<file path="src/rtl/rotary_multi_ctrl.sv">
// rotary_multi_ctrl: multi-channel rotary-joystick emulator for the SNK68 core.
// Converts per-channel cw/ccw button levels into one-hot rotary positions.
// A button held down auto-repeats after a programmable delay, at a programmable rate.
// Optional macro ROTARY_ABS_EN adds the absolute-target seek inputs abs_valid/abs_target.
//
// state  | meaning
// IDLE   | no direction held; in ROTARY_ABS_EN builds the channel may seek its target here
// HOLD   | direction held, waiting REPEAT_DELAY_MS ticks before the first repeat step
// REPEAT | direction held, stepping every REPEAT_RATE_MS ticks
module rotary_multi_ctrl #(
  parameter int CHANNELS        = 2,
  parameter int POSITIONS       = 12,
  parameter int RESET_POS       = 0,
  parameter int CLK_HZ          = 72000000,
  parameter int REPEAT_DELAY_MS = 250,
  parameter int REPEAT_RATE_MS  = 50,
  parameter int IDXW            = $clog2(POSITIONS)
) (
  input  logic                          clk_72,
  input  logic                          reset,
  input  logic [CHANNELS-1:0]           cw,
  input  logic [CHANNELS-1:0]           ccw,
`ifdef ROTARY_ABS_EN
  input  logic [CHANNELS-1:0]           abs_valid,
  input  logic [CHANNELS*IDXW-1:0]      abs_target,
`endif
  output logic [CHANNELS*POSITIONS-1:0] rotary,
  output logic [CHANNELS*IDXW-1:0]      pos_idx,
  output logic [CHANNELS-1:0]           step_pulse
);

  localparam int TICK_PERIOD = (CLK_HZ / 1000 < 1) ? 1 : CLK_HZ / 1000;
  localparam int PW          = (TICK_PERIOD > 1) ? $clog2(TICK_PERIOD) : 1;
  localparam int MAXMS       = (REPEAT_DELAY_MS > REPEAT_RATE_MS) ? REPEAT_DELAY_MS : REPEAT_RATE_MS;
  localparam int CNTW        = $clog2(MAXMS + 2);
  localparam logic [POSITIONS-1:0] RESET_ONEHOT = POSITIONS'(1) << RESET_POS;

  typedef enum logic [1:0] {IDLE, HOLD, REPEAT} state_t;

  logic [PW-1:0]                  presc_q, presc_d;
  logic                           ms_tick;
  state_t                         state_q [CHANNELS];
  state_t                         state_d [CHANNELS];
  logic [CNTW-1:0]                cnt_q   [CHANNELS];
  logic [CNTW-1:0]                cnt_d   [CHANNELS];
  logic [1:0]                     last_q  [CHANNELS];
  logic [1:0]                     last_d  [CHANNELS];
  logic [CHANNELS*IDXW-1:0]       pos_idx_q, pos_idx_d;
  logic [CHANNELS*POSITIONS-1:0]  rotary_q, rotary_d;
  logic [CHANNELS-1:0]            step_pulse_q, step_pulse_d;

  function automatic logic [IDXW-1:0] idx_inc(input logic [IDXW-1:0] i);
    if (i == IDXW'(POSITIONS - 1)) return '0;
    return i + 1'b1;
  endfunction

  function automatic logic [IDXW-1:0] idx_dec(input logic [IDXW-1:0] i);
    if (i == '0) return IDXW'(POSITIONS - 1);
    return i - 1'b1;
  endfunction

  // Shared ms prescaler: tick for one cycle when the counter wraps.
  always_comb begin
    ms_tick = (presc_q == PW'(TICK_PERIOD - 1));
    presc_d = ms_tick ? '0 : presc_q + 1'b1;
  end

  // Per-channel next-state: direction decode, press detect, hold/repeat timing, step.
  always_comb begin
    logic [1:0]      dir;        // bit0 = CW, bit1 = CCW, 0 = NEUTRAL
    logic            press;
    logic [CNTW-1:0] cnt_t;      // count after this cycle's tick, saturating
    logic            step_cw, step_ccw;
    logic [IDXW-1:0] idx;
`ifdef ROTARY_ABS_EN
    logic [IDXW-1:0] tgt;
    int              ccw_dist;
`endif
    pos_idx_d    = pos_idx_q;
    rotary_d     = rotary_q;
    step_pulse_d = '0;
    for (int c = 0; c < CHANNELS; c++) begin
      dir      = {ccw[c] & ~cw[c], cw[c] & ~ccw[c]};
      press    = (dir != 2'b00) && (dir != last_q[c]);
      cnt_t    = cnt_q[c];
      if (ms_tick && (cnt_q[c] != '1)) cnt_t = cnt_q[c] + 1'b1;
      step_cw  = 1'b0;
      step_ccw = 1'b0;
      idx      = pos_idx_q[c*IDXW +: IDXW];
      state_d[c] = state_q[c];
      cnt_d[c]   = cnt_q[c];
      last_d[c]  = dir;
      if (press) begin
        step_cw    = dir[0];
        step_ccw   = dir[1];
        cnt_d[c]   = '0;
        state_d[c] = HOLD;
      end else begin
        case (state_q[c])
          HOLD, REPEAT: begin
            if (dir == 2'b00) begin
              state_d[c] = IDLE;
              cnt_d[c]   = '0;
            end else begin
              cnt_d[c] = cnt_t;
              if (state_q[c] == HOLD && REPEAT_DELAY_MS != 0 && REPEAT_RATE_MS != 0 &&
                  ms_tick && cnt_t == CNTW'(REPEAT_DELAY_MS)) begin
                step_cw    = dir[0];
                step_ccw   = dir[1];
                cnt_d[c]   = '0;
                state_d[c] = REPEAT;
              end else if (state_q[c] == REPEAT && REPEAT_RATE_MS != 0 &&
                           ms_tick && cnt_t == CNTW'(REPEAT_RATE_MS)) begin
                step_cw  = dir[0];
                step_ccw = dir[1];
                cnt_d[c] = '0;
              end
            end
          end
          default: begin
            cnt_d[c] = '0;
`ifdef ROTARY_ABS_EN
            tgt = abs_target[c*IDXW +: IDXW];
            if (abs_valid[c] && dir == 2'b00 && REPEAT_RATE_MS != 0 &&
                int'(tgt) < POSITIONS && tgt != idx) begin
              cnt_d[c] = cnt_t;
              if (ms_tick && cnt_t == CNTW'(REPEAT_RATE_MS)) begin
                cnt_d[c] = '0;
                ccw_dist = (int'(tgt) >= int'(idx)) ? int'(tgt) - int'(idx)
                                                    : int'(tgt) + POSITIONS - int'(idx);
                // Ties (exactly half a turn) go clockwise.
                if (2 * ccw_dist < POSITIONS) step_ccw = 1'b1;
                else                          step_cw  = 1'b1;
              end
            end
`endif
          end
        endcase
      end
      if (step_cw)       idx = idx_dec(idx);
      else if (step_ccw) idx = idx_inc(idx);
      step_pulse_d[c]                      = step_cw | step_ccw;
      pos_idx_d[c*IDXW +: IDXW]            = idx;
      rotary_d[c*POSITIONS +: POSITIONS]   = POSITIONS'(1) << idx;
    end
  end

  // Single registered FSM/output bank with synchronous active-high reset.
  always_ff @(posedge clk_72) begin
    if (reset) begin
      presc_q      <= '0;
      pos_idx_q    <= {CHANNELS{IDXW'(RESET_POS)}};
      rotary_q     <= {CHANNELS{RESET_ONEHOT}};
      step_pulse_q <= '0;
      for (int c = 0; c < CHANNELS; c++) begin
        state_q[c] <= IDLE;
        cnt_q[c]   <= '0;
        last_q[c]  <= 2'b00;
      end
    end else begin
      presc_q      <= presc_d;
      pos_idx_q    <= pos_idx_d;
      rotary_q     <= rotary_d;
      step_pulse_q <= step_pulse_d;
      for (int c = 0; c < CHANNELS; c++) begin
        state_q[c] <= state_d[c];
        cnt_q[c]   <= cnt_d[c];
        last_q[c]  <= last_d[c];
      end
    end
  end

  assign rotary     = rotary_q;
  assign pos_idx    = pos_idx_q;
  assign step_pulse = step_pulse_q;

endmodule

</file>
<file path="config.mk">
export PLATFORM = sky130hd
export DESIGN_NAME = rotary_multi_ctrl
export DESIGN_NICKNAME = d
export VERILOG_FILES = /design/src/rtl/rotary_multi_ctrl.sv
export SDC_FILE = /design/constraint.sdc
export NUM_CORES = 1
export LEC_CHECK = 0
export ABC_AREA = 1
export BUFFER_PORTS_ARGS = -buffer_cell sky130_fd_sc_hd__buf_2
export CAP_MARGIN = 30
export CORE_ASPECT_RATIO = 0.8
export CORE_MARGIN = 3
export CORE_UTILIZATION = 40
export DETAILED_ROUTE_END_ITERATION = 6
export SYNTH_ARGS = -nofsm -noshare
export SYNTH_HDL_FRONTEND = slang
export SYNTH_SLANG_ARGS = --single-unit
</file>
<file path="constraint.sdc">
create_clock -name clk_72 -period 3.1 [get_ports clk_72]
set_input_delay 0.31 -clock clk_72 [delete_from_list [all_inputs] [get_ports clk_72]]
set_output_delay 0.31 -clock clk_72 [all_outputs]
set_load 0.03 [all_outputs]
</file>
* After elaboration in Yosys (flattened, before gate mapping)
Memory sizes are Yosys's and may differ from the RTL's.
Index checks and enable logic that the tools add are counted.
W data, S select, Z words.
** Word-level totals
- Bits in registers :: 51
- Bits in writable memories :: 24
- Memories :: 3
- Word-level logic and storage cells :: 139
- Input bits :: 6
- Output and inout port bits :: 34
** Memory list
- cnt_q :: words 2, bits a word 8, rd ports 2, clocked after Yosys merged registers in 0, write ports 2, line 44 : logic [CNTW-1:0] cnt_q [CHANNELS];
- last_q :: words 2, bits a word 2, rd ports 2, clocked after Yosys merged registers in 0, write ports 2, line 46 : logic [1:0] last_q [CHANNELS];
- state_q :: words 2, bits a word 2, rd ports 2, clocked after Yosys merged registers in 0, write ports 2, line 42 : state_t state_q [CHANNELS];
** Cells by class
- Bitwise gates (word level) :: 16
- Add/sub/neg operators :: 7
- Reductions and logical operators :: 21
- Equality and inequality tests :: 15
- Muxes and demuxes :: 71
- Shift-type cells :: 2
** Operators by type and width (number)
- $mux W8 :: 14
- $mux W4 :: 12
- $mux W1 :: 33
- $mux W2 :: 12
- $shl A1 B4 Y12 const A :: 2
- $add A17 B1 Y17 const B :: 1
- $eq A17 B17 Y1 const B :: 1
- $add A8 B1 Y8 const B :: 2
- $eq A8 B6 Y1 const B :: 2
- $eq A8 B8 Y1 const B :: 2
- $ne A8 B8 Y1 const B :: 2
- $logic_and A1 B1 Y1 :: 12
- $add A4 B1 Y4 const B :: 2
- $eq A4 B4 Y1 const B :: 2
- $logic_not A4 Y1 :: 2
- $or A1 B1 Y1 :: 8
- $sub A4 B1 Y4 const B :: 2
- $reduce_or A2 Y1 :: 3
- $and A1 B1 Y1 :: 4
- $eq A2 B1 Y1 const B :: 2
- $eq A2 B2 Y1 const B :: 2
- $logic_not A2 Y1 :: 2
- $ne A2 B2 Y1 :: 2
- $not A1 Y1 :: 4
- $reduce_bool A2 Y1 :: 2

* Logic depth before layout (Yosys ltp)
- Word-level depth :: 16
- Depth in mapped cells :: 24
- Depth with buffers taken out :: 23

* Worst setup path before layout
No wires, ideal clock.
- Path type :: flip-flop to flip-flop
- From :: register presc_q[0]
- To :: register rotary_q[1], in the netlist rotary[1]
- Setup time :: 0.114 ns
- Clock period less this slack :: 2.350 ns
- Buffers on the path :: 1
- Required time :: 2.986 ns
- Data arrival time :: 2.236 ns
- Path slack :: 0.750 ns
- Cell stages (with the launch flop) :: 24
- Path through :: dfxtp_1 -> ha_1 -> nand2_1 -> nor2_2 -> nand3_2 -> nor2_4 -> buf_6 -> nand2_4 -> inv_2 -> nand2_2 -> nand2_1 -> nand3_1 -> nor2_1 -> nand2_1 -> nand2_1 -> nand2_2 -> nand2_4 -> nand2_4 -> inv_2 -> nand2_1 -> nand2_2 -> inv_2 -> nand3_1 -> nor2_1
** Between the ends
- Cells in the longest elaborated chain, start to end :: 13
- Elaborated cells on any way between the ends :: 22
- Classes of those cells :: 3 x eq/ne; 1 x shift; 13 x mux; 5 x reduce/logical
** RTL lines
- from (decl) :: line 40 : logic [PW-1:0] presc_q, presc_d;
- from (signal assigned) :: line 161 : presc_q <= presc_d;
- $eq A17 B17 Y1 (*) :: line 64 : ms_tick = (presc_q == PW'(TICK_PERIOD - 1));
- $logic_and A1 B1 Y1 :: line 86 : if (ms_tick && (cnt_q[c] != '1)) cnt_t = cnt_q[c] + 1'b1;
- $mux W8 :: line 86
- $eq A8 B6 Y1 :: line 113 : ms_tick && cnt_t == CNTW'(REPEAT_RATE_MS)) begin
- $logic_and A1 B1 Y1 :: line 113
- $mux W1 :: line 112 : end else if (state_q[c] == REPEAT && REPEAT_RATE_MS != 0 &&
- $mux W1 :: line 106 : if (state_q[c] == HOLD && REPEAT_DELAY_MS != 0 && REPEAT_RATE_MS != 0 &&
- $mux W1 :: line 101 : if (dir == 2'b00) begin
- $mux W1 :: line 99 : case (state_q[c])
- $mux W1 :: line 93 : if (press) begin
- $mux W4 :: line 141 : else if (step_ccw) idx = idx_inc(idx);
- $mux W4 (*) :: line 140 : if (step_cw) idx = idx_dec(idx);
- $shl A1 B4 Y12 (*) :: line 144 : rotary_d[c*POSITIONS +: POSITIONS] = POSITIONS'(1) << idx;
- to (signal assigned) :: line 153 : rotary_q <= {CHANNELS{RESET_ONEHOT}};
- to (signal assigned) :: line 163 : rotary_q <= rotary_d;
- to (decl) :: line 49 : logic [CHANNELS*POSITIONS-1:0] rotary_q, rotary_d;
Every way passes the cells marked *; elsewhere a longest branch is shown, timed or not.
A chain may end at the register's enable or synchronous reset.

* Worst setup path after layout
- From :: register presc_q[0]
- To :: register rotary_q[10], in the netlist rotary[10]
The elaborated chain is that of the path after synthesis.

==> results.sh <==
export IMPL_min_from="reset"
export IMPL_drt_iter0_drc=204
export IMPL_fmax_mhz=351
export IMPL_grt_overflow=0
export IMPL_coreArea_sq_um=10400
export IMPL_holdBufCountCts=0
export IMPL_relSlewSlack_pct=65.1
export IMPL_synth_fa_ha_area_share_pct=4.65
export IMPL_rows=33
export IMPL_synth_edf_count=0
export IMPL_start_util_pct=41.5
export IMPL_cts_tree="done"
export IMPL_synth_cells=627
export IMPL_vias_per_cell=4.76
export IMPL_syn_cell_area_sq_um=4300
export IMPL_drive_gt1_share_pct=17.9
export IMPL_fillers=1046
export IMPL_reg2reg_from="presc_q[0]"
export IMPL_seq_area_sq_um=1500
export IMPL_totalPowerFinal_mw=2.28
export IMPL_vias=3880
export IMPL_ys_types=34
export IMPL_min_to="last_q[0][3]"
export IMPL_drv_cap=0
export IMPL_num_antenna_cells=0
export IMPL_ff2ff_path_depth=22
export IMPL_rrSetupSlack_ps=250
export IMPL_ir_worst_vdd_mv=0.317
export IMPL_hold_depth=2
export IMPL_synth_top_family_by_area="simple AND/OR/NAND/NOR gates"
export IMPL_worstMarginPinSlew_ps=522
export IMPL_async_flop_share_pct=0
export IMPL_synthTopCellsByArea="dfxtp_1 (35%), nand2_1 (13%), nor2_1 (9.2%)"
export IMPL_worstSetupPathType="reg -> reg"
export IMPL_cts_htree_levels=3
export IMPL_layout_nets=692
export IMPL_p_per_area_nw_per_um2=464
export IMPL_leakage_nw=2.22
export IMPL_crit_arrival_ps=3130
export IMPL_synthTopCellsByCount="nand2_1 (153), nor2_1 (105), inv_1 (79)"
export IMPL_yosys_cell_count_top_type="nand2_1"
export IMPL_synth_top_area_share_pct=34.9
export IMPL_fin_ws_ps=254
export IMPL_yosys_warnings=0
export IMPL_seq_area_frac_synth_pct=34.9
export IMPL_synth_area_leader_cell="dfxtp_1"
export IMPL_globalplace_congestion=0.926
export IMPL_syn_area_per_cell_sq_um=6.86
export IMPL_clk_latency_ps=340
export IMPL_io_buffers=39
export IMPL_drc=0
export IMPL_place_ws_ps=132
export IMPL_dp_hpwl_um=6960
export IMPL_ioPinCount=40
export IMPL_path_clk_slew_ps=60
export IMPL_crit_path_max_fanout=6
export IMPL_ant_nets=0
export IMPL_r2r_end="rotary[10]"
export IMPL_multi_input_area_sq_um=2400
export IMPL_firstDrtPassIters=5
export IMPL_crit_required_ps=3380
export IMPL_wl_um=9180
export IMPL_grt_total_usage_pct=16.1
export IMPL_grt_pass1_wl_um=15900
export IMPL_status="complete, no violations"
export IMPL_stdcell_count=815
export IMPL_slew_viol_final=0
export IMPL_start_kind="flop"
export IMPL_skew_ps=5.74
export IMPL_grt_max_degree=18
export IMPL_synth_nets=649
export IMPL_ys_dominant_reg_cell="dfxtp_1"
export IMPL_syn_to_final_growth_pct=14.4
export IMPL_synth_xor_area_share_pct=3.66
export IMPL_synthMuxAreaShare_pct=0
export IMPL_fp_dieH_um=98.8
export IMPL_grt_pass1_vias=3569
export IMPL_dieArea_sq_um=12000
export IMPL_cts_root_buf="clkbuf_16"
export IMPL_clock_path_buffers=2
export IMPL_period_share_pct=91.8
export IMPL_clock_sinks=75
export IMPL_ys_ff_latch=75
export IMPL_hp_class="in -> reg"
export IMPL_fin_crit_ps=2850
export IMPL_setup_viol=0
export IMPL_die_width_um=122
export IMPL_synth_compound_area_share_pct=5.96
export IMPL_fin_util_pct=47.5
export IMPL_finalHoldViolations=0
export IMPL_numCtsBuffers=9
export IMPL_antenna_found_initial=0
export IMPL_routedWlPerCell_um=11.3
export IMPL_end_kind="flop"
export IMPL_dpl_cell_count=797
export IMPL_yosys_area_share_simple_pct=41.3
cell families (layout without fill, tap and decap cells):
group | count (synthesis) | in the layout
DFF | 75 | 75
xor gates and xnor gates | 18 | 18
adders and majority gates | 16 | 16
and+or+nand+nor | 375 | 375
buffers and inverters | 102 | 150
AOI/OAI and AO/OA | 41 | 41
critical path, stage by stage (launching register included):
cell	delay [ps]
dfxtp_1	350
ha_1	200
nand2_1	110
nor2_4	160
nand3_2	110
nor2_4	200
buf_4	190
nand2_4	70
inv_2	90
nand2_2	60
nand2_1	70
nand3_1	70
nor2_1	80
nand2_1	80
nand2_1	80
nand2_2	60
nand2_4	100
nand2_4	80
o21ai_2	220
nand2_1	80
nand2_1	80
nand2_2	90
nor2_1	140
through the flow:
stage                     setup TNS [ps]  instance area (sq um)  hold slack [ps]
after floorplan                        0                   4300              418
after CTS                              0                   4900              358
final                                  0                   4920              361
after global placement                 0                   4620              433
after global routing               -13.9                   4920              379
after detailed placement               0                   4620              441
final cells by class:
class | instances | area share [%]
Timing Repair Buffer | 42 | 4.42
Multi-Input combinational cell | 450 | 48.8
Inverter | 92 | 7.02
Sequential cell | 75 | 30.5
Clock inverter | 6 | 1.02
Clock buffer | 10 | 4.65
Tap cell | 140 | 3.56
metal layers:
metal  global-route usage (%)  vias to the layer above  routed length (um)  share of wire (%)
met5                        0                        -                   0                  0
met4                     5.77                        0                 163                1.8
met3                     4.25                       18                 396                4.3
met2                     25.0                       73                3930                 43
met1                     21.8                     1731                4690                 51
li1                         -                     2058                   -                  -
repair_timing:
action / in CTS / in global routing
gates resized for setup: 0 / 2
endpoints found under the hold margin: 0 / 0
setup endpoints to repair: 0 / 27
setup buffers: 0 / 2
cells in the final DEF, fill, tap and decap left out, types with 4 or more instances in the layout:
cell	n
buf_2	39
nor2_1	105
xor2_1	10
nand2_4	9
o21ai_0	7
nand3_2	12
nand3_1	37
nand4_1	15
nand2_2	13
o21a_1	4
inv_2	13
xnor2_1	8
dfxtp_1	75
nor3b_1	4
inv_1	79
nand2_1	153
nor2_4	6
clkbuf_16	9
nor3_1	11
ha_1	16
a21oi_1	21
how the worst max path moves through the flow:
stage	start	end	slack (ps)	cells past startpoint
2_1_floorplan	presc_q[0]	rotary[1]	750	23
3_3_place_gp	presc_q[0]	rotary[10]	170	21
3_5_place_dp	presc_q[0]	rotary[10]	130	19
4_1_cts	presc_q[0]	rotary[10]	90	19
5_1_grt	presc_q[0]	rotary[9]	-6	22
6_report	presc_q[0]	rotary[10]	250	22
flip-flops by register name, indices dropped and copies added, names as in the netlist:
name and cells:
cnt_q 16, pos_idx 8, last_q 4, rotary 24
state_q 4, step_pulse 2, presc_q 17
power breakdown:
part | internal, mW | leakage (nW) | total, mW | switching [mW]
Sequential | 0.994 | 0.608 | 1.01 | 0.0192
Clock | 0.550 | 0.130 | 0.971 | 0.422
Combinational | 0.0939 | 1.48 | 0.300 | 0.206
Total | 1.64 | 2.22 | 2.28 | 0.647
No activity file was read; power rests on OpenSTA's default activity.
